===== config.mk =====
export PLATFORM = sky130hd
export DESIGN_NAME = instr_decode_flat
export DESIGN_NICKNAME = d
export VERILOG_FILES = /design/src/rtl/instr_decode_pkg.sv /design/src/rtl/instr_decode_if.sv /design/src/rtl/instr_decode_imm_gen.sv /design/src/rtl/instr_decode.sv /design/src/flat_wrapper.sv
export SDC_FILE = /design/constraint.sdc
export NUM_CORES = 1
export LEC_CHECK = 0
export CELL_PAD_IN_SITES_DETAIL_PLACEMENT = 0
export CELL_PAD_IN_SITES_GLOBAL_PLACEMENT = 1
export CORE_UTILIZATION = 28
export DETAILED_ROUTE_END_ITERATION = 7
export PLACE_DENSITY = 0.75
export SLEW_MARGIN = 20
export SYNTH_ARGS = -nofsm -noshare
export SYNTH_HDL_FRONTEND = slang
export SYNTH_SLANG_ARGS = --single-unit

===== constraint.sdc =====
create_clock -name clk -period 2.26 [get_ports clk]
set_clock_uncertainty 0.2 [all_clocks]
set_input_delay 0.452 -clock clk [delete_from_list [all_inputs] [get_ports clk]]
set_output_delay 0.452 -clock clk [all_outputs]
set_load 0.02 [all_outputs]

===== src/rtl/instr_decode_pkg.sv =====
// rv_decode_pkg: opcodes, funct3 codes, FSM states and decoded-bundle type shared by the decoder
package rv_decode_pkg;
    localparam logic [4:0] OP_LUI    = 5'b01101;
    localparam logic [4:0] OP_AUIPC  = 5'b00101;
    localparam logic [4:0] OP_JAL    = 5'b11011;
    localparam logic [4:0] OP_JALR   = 5'b11001;
    localparam logic [4:0] OP_BRANCH = 5'b11000;
    localparam logic [4:0] OP_LOAD   = 5'b00000;
    localparam logic [4:0] OP_STORE  = 5'b01000;
    localparam logic [4:0] OP_IMM    = 5'b00100;
    localparam logic [4:0] OP_REG    = 5'b01100;
    localparam logic [2:0] F3_ADD     = 3'b000;
    localparam logic [2:0] F3_SR      = 3'b101;
    localparam logic [2:0] F3_BR_RSV0 = 3'b010;
    localparam logic [2:0] F3_BR_RSV1 = 3'b011;
    localparam logic [2:0] FCS_JAL    = 3'b010;
    localparam logic [2:0] FCS_JALR   = 3'b011;
    typedef enum logic [1:0] {EMPTY, FULL, STALL} state_t;
    typedef enum logic [2:0] {FMT_I, FMT_S, FMT_B, FMT_U, FMT_J, FMT_Z} fmt_t;
    typedef struct packed {
        logic        lup;
        logic        ub;
        logic        cb;
        logic        mem;
        logic        alu_imm;
        logic        alu_reg;
        logic        iop;
        logic        fc;
        logic [2:0]  fcs;
        logic [4:0]  rs1;
        logic [4:0]  rs2;
        logic [4:0]  rd;
        logic [31:0] imm;
        logic        illegal;
    } bundle_t;
endpackage


===== src/rtl/instr_decode_if.sv =====
// instr_decode_if: fetch-side handshake, flush and execute-side decoded bundle
interface instr_decode_if;
    logic        in_valid, in_ready, flush, out_valid, out_ready;
    logic [31:0] instr, pc_in, imm, pc_out;
    logic        LUP, UB, CB, MEM, ALU_IMM, ALU_REG, IOP, FC, illegal;
    logic [2:0]  finite_control_sig;
    logic [4:0]  rs1, rs2, rd;
    logic [15:0] illegal_count;
    modport master (
        output in_valid, instr, pc_in, flush, out_ready,
        input  in_ready, out_valid, LUP, UB, CB, MEM, ALU_IMM, ALU_REG, IOP, FC,
               finite_control_sig, rs1, rs2, rd, imm, pc_out, illegal, illegal_count
    );
    modport slave (
        input  in_valid, instr, pc_in, flush, out_ready,
        output in_ready, out_valid, LUP, UB, CB, MEM, ALU_IMM, ALU_REG, IOP, FC,
               finite_control_sig, rs1, rs2, rd, imm, pc_out, illegal, illegal_count
    );
endinterface


===== src/rtl/instr_decode_imm_gen.sv =====
// imm_gen: sign-extended RV32I immediate for the selected instruction format
module imm_gen
    import rv_decode_pkg::*;
(
    input  logic [31:0] instr,
    input  fmt_t        fmt,
    output logic [31:0] imm
);
    assign imm = fmt == FMT_I ? {{20{instr[31]}}, instr[31:20]} :
                 fmt == FMT_S ? {{20{instr[31]}}, instr[31:25], instr[11:7]} :
                 fmt == FMT_B ? {{19{instr[31]}}, instr[31], instr[7], instr[30:25], instr[11:8], 1'b0} :
                 fmt == FMT_U ? {instr[31:12], 12'b0} :
                 fmt == FMT_J ? {{11{instr[31]}}, instr[31], instr[19:12], instr[20], instr[30:21], 1'b0} :
                 32'b0;
endmodule


===== src/rtl/instr_decode.sv =====
// instr_decode: single-register-stage RV32I decoder with valid/ready handshake, flush and illegal counter
module instr_decode
    import rv_decode_pkg::*;
(
    input logic clk,
    input logic rst,
    instr_decode_if.slave bus
);
    logic [4:0]  op;
    logic [2:0]  f3;
    logic [31:0] imm;
    logic [31:0] pc_q;
    logic [15:0] cnt;
    logic        accept;
    fmt_t        fmt;
    bundle_t     d, q;
    state_t      state;

    assign op  = bus.instr[6:2];
    assign f3  = bus.instr[14:12];
    assign fmt = (op == OP_LUI || op == OP_AUIPC) ? FMT_U :
                 op == OP_JAL    ? FMT_J :
                 op == OP_BRANCH ? FMT_B :
                 op == OP_STORE  ? FMT_S :
                 op == OP_REG    ? FMT_Z : FMT_I;

    imm_gen u_imm (.instr(bus.instr), .fmt(fmt), .imm(imm));

    always_comb begin
        d = '0;
        d.illegal = bus.instr[1:0] != 2'b11;
        case (op)
            OP_LUI:    begin d.lup = 1'b1; d.iop = 1'b1; end
            OP_AUIPC:  d.lup = 1'b1;
            OP_JAL:    begin d.ub = 1'b1; d.fcs = FCS_JAL; end
            OP_JALR:   begin d.ub = 1'b1; d.fcs = FCS_JALR; end
            OP_BRANCH: begin
                d.cb = 1'b1;
                d.fcs = f3;
                d.illegal = d.illegal | f3 == F3_BR_RSV0 | f3 == F3_BR_RSV1;
            end
            OP_LOAD:   begin d.mem = 1'b1; d.fcs = f3; end
            OP_STORE:  begin d.mem = 1'b1; d.fc = 1'b1; d.fcs = f3; end
            OP_IMM:    begin d.alu_imm = 1'b1; d.fcs = f3; d.iop = f3 == F3_SR && bus.instr[30]; end
            OP_REG:    begin
                d.alu_reg = 1'b1;
                d.fcs = f3;
                d.iop = bus.instr[30];
                // only SUB and SRA may carry funct7[5]; every other funct7 bit is reserved
                d.illegal = d.illegal | bus.instr[31] | (|bus.instr[29:25]) |
                            (bus.instr[30] && f3 != F3_ADD && f3 != F3_SR);
            end
            default:   d.illegal = 1'b1;
        endcase
        if (d.illegal) {d.lup, d.ub, d.cb, d.mem, d.alu_imm, d.alu_reg, d.iop, d.fc, d.fcs} = '0;
        d.rs1 = bus.instr[19:15];
        d.rs2 = bus.instr[24:20];
        d.rd  = bus.instr[11:7];
        d.imm = imm;
    end

    assign bus.out_valid = state != EMPTY;
    assign bus.in_ready  = !bus.out_valid || bus.out_ready;
    assign accept        = bus.in_valid && bus.in_ready && !bus.flush;

    always_ff @(posedge clk) begin
        if (rst) begin
            state <= EMPTY;
            q     <= '0;
            pc_q  <= '0;
            cnt   <= '0;
        end else if (bus.flush) begin
            state <= EMPTY;
        end else if (accept) begin
            state <= FULL;
            q     <= d;
            pc_q  <= bus.pc_in;
            cnt   <= (d.illegal && cnt != 16'hFFFF) ? cnt + 16'd1 : cnt;
        end else if (state != EMPTY) begin
            state <= bus.out_ready ? EMPTY : STALL;
        end
    end

    assign {bus.LUP, bus.UB, bus.CB, bus.MEM, bus.ALU_IMM, bus.ALU_REG} =
           {q.lup, q.ub, q.cb, q.mem, q.alu_imm, q.alu_reg};
    assign bus.IOP                = q.iop;
    assign bus.FC                 = q.fc;
    assign bus.finite_control_sig = q.fcs;
    assign bus.rs1                = q.rs1;
    assign bus.rs2                = q.rs2;
    assign bus.rd                 = q.rd;
    assign bus.imm                = q.imm;
    assign bus.illegal            = q.illegal;
    assign bus.pc_out             = pc_q;
    assign bus.illegal_count      = cnt;
endmodule


===== src/flat_wrapper.sv =====
// flat-port wrapper written by rule: the top's interface ports become plain ports
module instr_decode_flat import rv_decode_pkg::*;
  (clk, rst, bus_in_valid, bus_instr, bus_pc_in, bus_flush, bus_out_ready, bus_in_ready, bus_out_valid, bus_LUP, bus_UB, bus_CB, bus_MEM, bus_ALU_IMM, bus_ALU_REG, bus_IOP, bus_FC, bus_finite_control_sig, bus_rs1, bus_rs2, bus_rd, bus_imm, bus_pc_out, bus_illegal, bus_illegal_count);
  instr_decode_if bus_i ();
  input logic clk;
  input logic rst;
  input wire logic [$bits(bus_i.in_valid)-1:0] bus_in_valid;
  input wire logic [$bits(bus_i.instr)-1:0] bus_instr;
  input wire logic [$bits(bus_i.pc_in)-1:0] bus_pc_in;
  input wire logic [$bits(bus_i.flush)-1:0] bus_flush;
  input wire logic [$bits(bus_i.out_ready)-1:0] bus_out_ready;
  output wire logic [$bits(bus_i.in_ready)-1:0] bus_in_ready;
  output wire logic [$bits(bus_i.out_valid)-1:0] bus_out_valid;
  output wire logic [$bits(bus_i.LUP)-1:0] bus_LUP;
  output wire logic [$bits(bus_i.UB)-1:0] bus_UB;
  output wire logic [$bits(bus_i.CB)-1:0] bus_CB;
  output wire logic [$bits(bus_i.MEM)-1:0] bus_MEM;
  output wire logic [$bits(bus_i.ALU_IMM)-1:0] bus_ALU_IMM;
  output wire logic [$bits(bus_i.ALU_REG)-1:0] bus_ALU_REG;
  output wire logic [$bits(bus_i.IOP)-1:0] bus_IOP;
  output wire logic [$bits(bus_i.FC)-1:0] bus_FC;
  output wire logic [$bits(bus_i.finite_control_sig)-1:0] bus_finite_control_sig;
  output wire logic [$bits(bus_i.rs1)-1:0] bus_rs1;
  output wire logic [$bits(bus_i.rs2)-1:0] bus_rs2;
  output wire logic [$bits(bus_i.rd)-1:0] bus_rd;
  output wire logic [$bits(bus_i.imm)-1:0] bus_imm;
  output wire logic [$bits(bus_i.pc_out)-1:0] bus_pc_out;
  output wire logic [$bits(bus_i.illegal)-1:0] bus_illegal;
  output wire logic [$bits(bus_i.illegal_count)-1:0] bus_illegal_count;
  assign bus_i.in_valid = bus_in_valid;
  assign bus_i.instr = bus_instr;
  assign bus_i.pc_in = bus_pc_in;
  assign bus_i.flush = bus_flush;
  assign bus_i.out_ready = bus_out_ready;
  assign bus_in_ready = bus_i.in_ready;
  assign bus_out_valid = bus_i.out_valid;
  assign bus_LUP = bus_i.LUP;
  assign bus_UB = bus_i.UB;
  assign bus_CB = bus_i.CB;
  assign bus_MEM = bus_i.MEM;
  assign bus_ALU_IMM = bus_i.ALU_IMM;
  assign bus_ALU_REG = bus_i.ALU_REG;
  assign bus_IOP = bus_i.IOP;
  assign bus_FC = bus_i.FC;
  assign bus_finite_control_sig = bus_i.finite_control_sig;
  assign bus_rs1 = bus_i.rs1;
  assign bus_rs2 = bus_i.rs2;
  assign bus_rd = bus_i.rd;
  assign bus_imm = bus_i.imm;
  assign bus_pc_out = bus_i.pc_out;
  assign bus_illegal = bus_i.illegal;
  assign bus_illegal_count = bus_i.illegal_count;
  instr_decode u_core (.clk(clk), .rst(rst), .bus(bus_i));
endmodule

Word-level counts from Yosys, hierarchy flattened

Cells that the tools add are included.
Widths: inputs -> output; s select.

Add/sub/neg operators: 1
Eq/ne operators: 18
Multiplexer cells: 24
Bitwise gates (word level): 6
Reductions and logical operators: 25

Operator list:

| kind                  | number |
|---|---|
| $mux 32               | 5 |
| $add 16x1->16 const B | 1 |
| $ne 16x16->1 const B  | 1 |
| $eq 5x4->1 const B    | 3 |
| $eq 5x5->1 const B    | 3 |
| $mux 3                | 5 |
| $eq 3x2->1 const B    | 4 |
| $mux 11               | 1 |
| $eq 5x3->1 const B    | 2 |
| $reduce_or 5->1       | 2 |
| $mux 1                | 9 |
| $pmux 3 s3            | 1 |
| $reduce_or 2->1       | 4 |
| $reduce_or 7->1       | 1 |
| $eq 3x3->1 const B    | 2 |
| $logic_and 1x1->1     | 6 |
| $pmux 1 s3            | 2 |
| $logic_not 5->1       | 1 |
| $or 1x1->1            | 5 |
| $reduce_bool 2->1     | 2 |
| $eq 3x1->1 const B    | 1 |
| $logic_not 3->1       | 1 |
| $ne 3x3->1 const B    | 1 |
| $reduce_and 3->1      | 1 |
| 8 further kinds       | 10 |

Bits in registers: 109
Input port bits: 69
Output and inout bits: 109
Logic and storage cells: 92

Depth between registers and ports, before layout

Word-level depth: 12
Gate-level depth with buffers: 10
Gate-level depth less buffers: 6

Hierarchy

A second synthesis with hierarchy kept.

Cell total of the unflattened synthesis: 606
Area, all modules: 4655.7 sq um

Modules (own cells, without submodules):

| module       | instances | cells an instance | area each (sq um) | sequential area each (sq um) |
|---|---|---|---|---|
| instr_decode | 1         | 522               | 4182.8            | 2182.1 |
| imm_gen      | 1         | 84                | 473.0             | 0.0 |

Worst setup path before layout

Ideal clock, no wire load.

Path type: register -> register
Start point: reg u_core.state[1]
End point: reg u_core.cnt[11] (netlist: u_core.bus.illegal_count[11])
Library setup time: 0.123 ns
Arrival: 1.928 ns
Required time: 1.937 ns
Slack: 0.009 ns
Stages on the path, launching flop included: 7
Path buffers: 1
Period minus slack after synthesis: 2.251 ns
Path through: dfxtp_1 o21bai_1 nand3b_1 clkbuf_1 or3_1 nor4_1 mux2_1

Longest elaborated chain between the ends: 6

RTL lines:

| what                              | line               | RTL |
|---|---|---|
| start, declared                   | instr_decode.sv:17 | `state_t state;` |
| start signal, assigned            | instr_decode.sv:80 | `state <= bus.out_ready ? EMPTY : STALL;` |
| $reduce_bool 2->1                 | instr_decode.sv:62 | `assign bus.out_valid = state != EMPTY;` |
| $logic_not 1->1                   | instr_decode.sv:63 | `assign bus.in_ready = !bus.out_valid \|\| bus.out_ready;` |
| $logic_or 1x1->1                  | instr_decode.sv:63 |  |
| named net bus_in_ready            | flat_wrapper.sv:12 | `output wire logic [$bits(bus_i.in_ready)-1:0] bus_in_ready;` |
| $logic_and 1x1->1 (2 in series)   | instr_decode.sv:64 | `assign accept = bus.in_valid && bus.in_ready && !bus.flush;` |
| $reduce_and 3->1 (no source line) | --                 |  |
| end signal, assigned              | instr_decode.sv:78 | `cnt <= (d.illegal && cnt != 16'hFFFF) ? cnt + 16'd1 : cnt;` |
| end, declared                     | instr_decode.sv:13 | `logic [15:0] cnt;` |

The timed path passes the listed nets, and every way through them passes these cells.
A chain may end at the register's enable or synchronous reset.

Worst setup path after layout

Start point: reg u_core.cnt[6] (netlist: u_core.bus.illegal_count[6])
End point: reg u_core.cnt[13] (netlist: u_core.bus.illegal_count[13])

Longest elaborated chain between the ends: 3
Elaborated cells between the ends (all ways): 4
Those cells by class: 1 x add/sub; 1 x eq/ne; 2 x reduce/logical

RTL lines:

| what |
|---|
| branches (longest 3 deep; another with $add 16x1->16) |

Several ways; the timed one is not identified.

==> impl_metrics.csv <==
group,metric,value,unit
power,pwr-share-comb,17.4,%
timing,hold_slack,166,ps
cells_and_area,design_area,7330,um2
grt,grt_pass1_wl,23200,um
drt,ant_nets,0,
synthesis,syn_inst,539,
placement,hpwlAfterDp,10400,um
cells_and_area,final_nets,830,
setup_path,slowest_stage,"or4b_1",
floorplan,io_pins,178,
cells_and_area,num_antenna_cells,0,
power,p_int,0.00325,W
synthesis,ys_ff_latch,109,
synthesis,syn_area,4400,um2
drt,wire_per_inst,15.2,um
grt,grt_usage,18.0,%
timing,worstMarginPinSlew,377,ps
synthesis,synthesis.nets,609,
setup_path,end_kind,"flip-flop",
power,p_per_area,606,nW/um2
setup_path,worstSetupPathType,"reg -> reg",
grt,overflow,0,
synthesis,ys_async_sr_fraction,0,%
floorplan,die_w,127,um
power,swShare,26.9,%
floorplan,die_area,16200,um2
setup_path,slowest_delay,580,ps
timing,maxSlewHeadroom,74.9,%
hold_path,hold_path.class,"in -> reg",
setup_path,rrSetupSlack,9,ps
floorplan,start_util,28.9,%
synthesis,syn_area_per_cell,8.17,um2
placement,placedInstanceArea,6830,um2
floorplan,dieHeight,127,um
placement,portBuffers,177,
cts,clk_latency,350,ps
setup_path,critPathRequiredTime,2300,ps
synthesis,netlist.area_leader.share,49.6,%
synthesis,yosysTopAreaCell,"dfxtp_1",
cells_and_area,area_delta_synth_final,66.6,%
setup_path,cpLargestDelayFamily,"simple AND/OR/NAND/NOR gates",
power,power_frac_clock,36.6,%
timing,fmaxAchievable,444,MHz
synthesis,ys_types,56,
setup_path,crit_chain,"and4_4, nand4_4, nor3_2, or4b_1, nor4_2, mux2_1",
floorplan,rows,45,
drt,dr_total_vias,4723,
setup_path,cp-start-kind,"flip-flop",
cts,cts_buffers,9,
drt,dr.pass1.iters,4,
cts,cts_sinks,109,
synthesis,synth_area_leaders,"dfxtp_1 50%, nand2_1 10%, a21oi_1 9.0%",
grt,grt_max_degree,61,
drt,drc,0,
power,leakage,2.75,nW
grt,antenna_found_initial,0,
cts,clockBufferDepth,2,
grt,grt_pass1_vias,4656,
cts,cts_tree,"done",
synthesis,seq_area_frac_synth,49.6,%
drt,post_drt_via_cell_ratio,4.84,
synthesis,synthFlopType,"dfxtp_1",
power,ir_worst_vdd,0.430,mV
setup_path,critical_path_arrival,2290,ps
floorplan,coreArea,15300,um2
cts,clk_pin_slew,70,ps
flow_run,cap_violations,0,
placement,globalplace.congestion,0.895,
power,sequentialPowerShare,46.0,%
timing,hold_viol_final,0,
synthesis,yosysWarnings,0,
timing,drv_slew,0,
timing,finalCritPeriodShare,99.6,%
status,status,"completed",
cells_and_area,layout-drive-gt1-share,17.3,%
drt,drt-initial-drc-count,177,
cts,cts_max_level,3,
synthesis,synth-edff-count,0,
timing,setup_violations,0,
power,p_sw,0.00119,W
cts,cts_hold_buf,0,
drt,routed_wl,14900,um
setup_path,worst-path-buf-inv,0,
cts,root_buffer,"clkbuf_16",
setup_path,critical_path.max_fanout,4,
timing,period_needed,2250,ps
timing,rsz0062_at_grt,"true",
cells by family after synthesis:
| group | synth area share, % |
|---|---|
| flops | 49.6 |
| buf+inv | 4.75 |
| mux | 1.25 |
| compound gates | 17.6 |
| xor+xnor | 0.199 |
| fa+ha+maj | 0.284 |
| simple gates | 26.4 |
worst register-to-register path: cells and delay by family, from the launching register on:
kind / cells / cell delay (ps)
flops: 1 / 320
mux: 1 / 360
simple gates: 5 / 1260
cells in the mapped netlist, types with 2 or more instances:
master and instances:
a22o_1 2, or4_1 7, o21ai_1 3, nor3_1 29
a211oi_1 3, and3b_1 2, a21oi_1 79, mux2_1 4
nand2b_1 5, or3_1 4, a32o_1 3, o21ai_0 7
buf_1 7, nor4_1 5, clkbuf_1 24, o31ai_1 8
and2_1 3, dfxtp_1 109, nor2b_1 7, a221oi_1 4
nand4_1 4, buf_2 2, a32oi_1 2, nor2_1 43
and3_1 2, inv_1 3, buf_6 5, a22oi_1 6
nand2_1 118, nand3_1 13
layer usage:
layer	up-vias	GRT usage, %	share of wire (%)
met4	0	7.07	2.1
met1	2228	21.3	42
li1	2316	-	-
met2	152	30.0	49
met5	-	0	0
met3	27	5.86	7.3
timing repair:
item,in CTS,in global routing
pin swaps,8,18
resized for setup,21,45
setup buffers,3,4
endpoints found under the setup margin,26,19
cloned,0,1
power groups by stage:
stage / sequential [W] / clock, W / combinational [W]
floorplan: 0.00218 / 0 / 0.000228
global placement: 0.00208 / 0 / 0.000748
detailed placement: 0.00209 / 0 / 0.000757
CTS: 0.00204 / 0.00167 / 0.000764
global route: 0.00205 / 0.00175 / 0.000833
finish: 0.00204 / 0.00163 / 0.000772
cell type report:
cell class | count | area (um2)
fillers | 1447 | 7930
repair buffers | 250 | 2420
flip-flops and latches | 109 | 2190
multi-input cells | 387 | 2150
well taps | 211 | 264
clock buffers | 9 | 225
clock inverters | 6 | 70.1
inverters | 3 | 11.3
through the flow:
step                power [W]  worst slack (ps)  utilization [%]  setup TNS (ps)  std cells
floorplan             0.00241              8.56                -               0        539
global placement      0.00283              -658             44.8          -20130        953
CTS                   0.00448              2.89             47.0               0        970
finish                0.00444              9.21             48.1               0        975
global route          0.00464             -63.3             48.1           -67.5        975
detailed placement    0.00284              -730             44.8          -24460        953
registers in the layout, indices dropped and copies added, names as in the netlist:
name and cells:
u_core.bus.imm 32, u_core.bus.pc_out 32, u_core.bus.illegal_count 16, u_core.bus.rd 5, u_core.bus.rs1 5, u_core.bus.rs2 5, u_core.bus.finite_control_sig 3, u_core.state 2
u_core.bus.ALU_IMM 1, u_core.bus.ALU_REG 1, u_core.bus.CB 1, u_core.bus.FC 1, u_core.bus.IOP 1, u_core.bus.LUP 1, u_core.bus.MEM 1, u_core.bus.UB 1
u_core.bus.illegal 1
placed cells by master, fill, tap and decap left out, types with 7 or more instances in the layout:
| cell | count |
|---|---|
| clkdlybuf4s50_1 | 162 |
| nand2_1 | 118 |
| dfxtp_1 | 102 |
| a21oi_1 | 76 |
| buf_4 | 62 |
| nor2_1 | 43 |
| nor3_1 | 27 |
| nand3_1 | 10 |
| clkbuf_16 | 10 |
| o31ai_1 | 8 |
| buf_12 | 7 |
| dfxtp_2 | 7 |
worst paths after layout:
path,startpoint,end,depth (start not counted)
max,u_core.bus.illegal_count[6]$_SDFFE_PP0P_,u_core.bus.illegal_count[13]$_SDFFE_PP0P_,6
min,rst,u_core.bus.illegal_count[14]$_SDFFE_PP0P_,2
max reg2reg,u_core.bus.illegal_count[6]$_SDFFE_PP0P_,u_core.bus.illegal_count[13]$_SDFFE_PP0P_,6
min reg2reg,u_core.bus.pc_out[12]$_SDFFE_PP0P_,u_core.bus.pc_out[12]$_SDFFE_PP0P_,2
(Power assumes the default switching activity.)
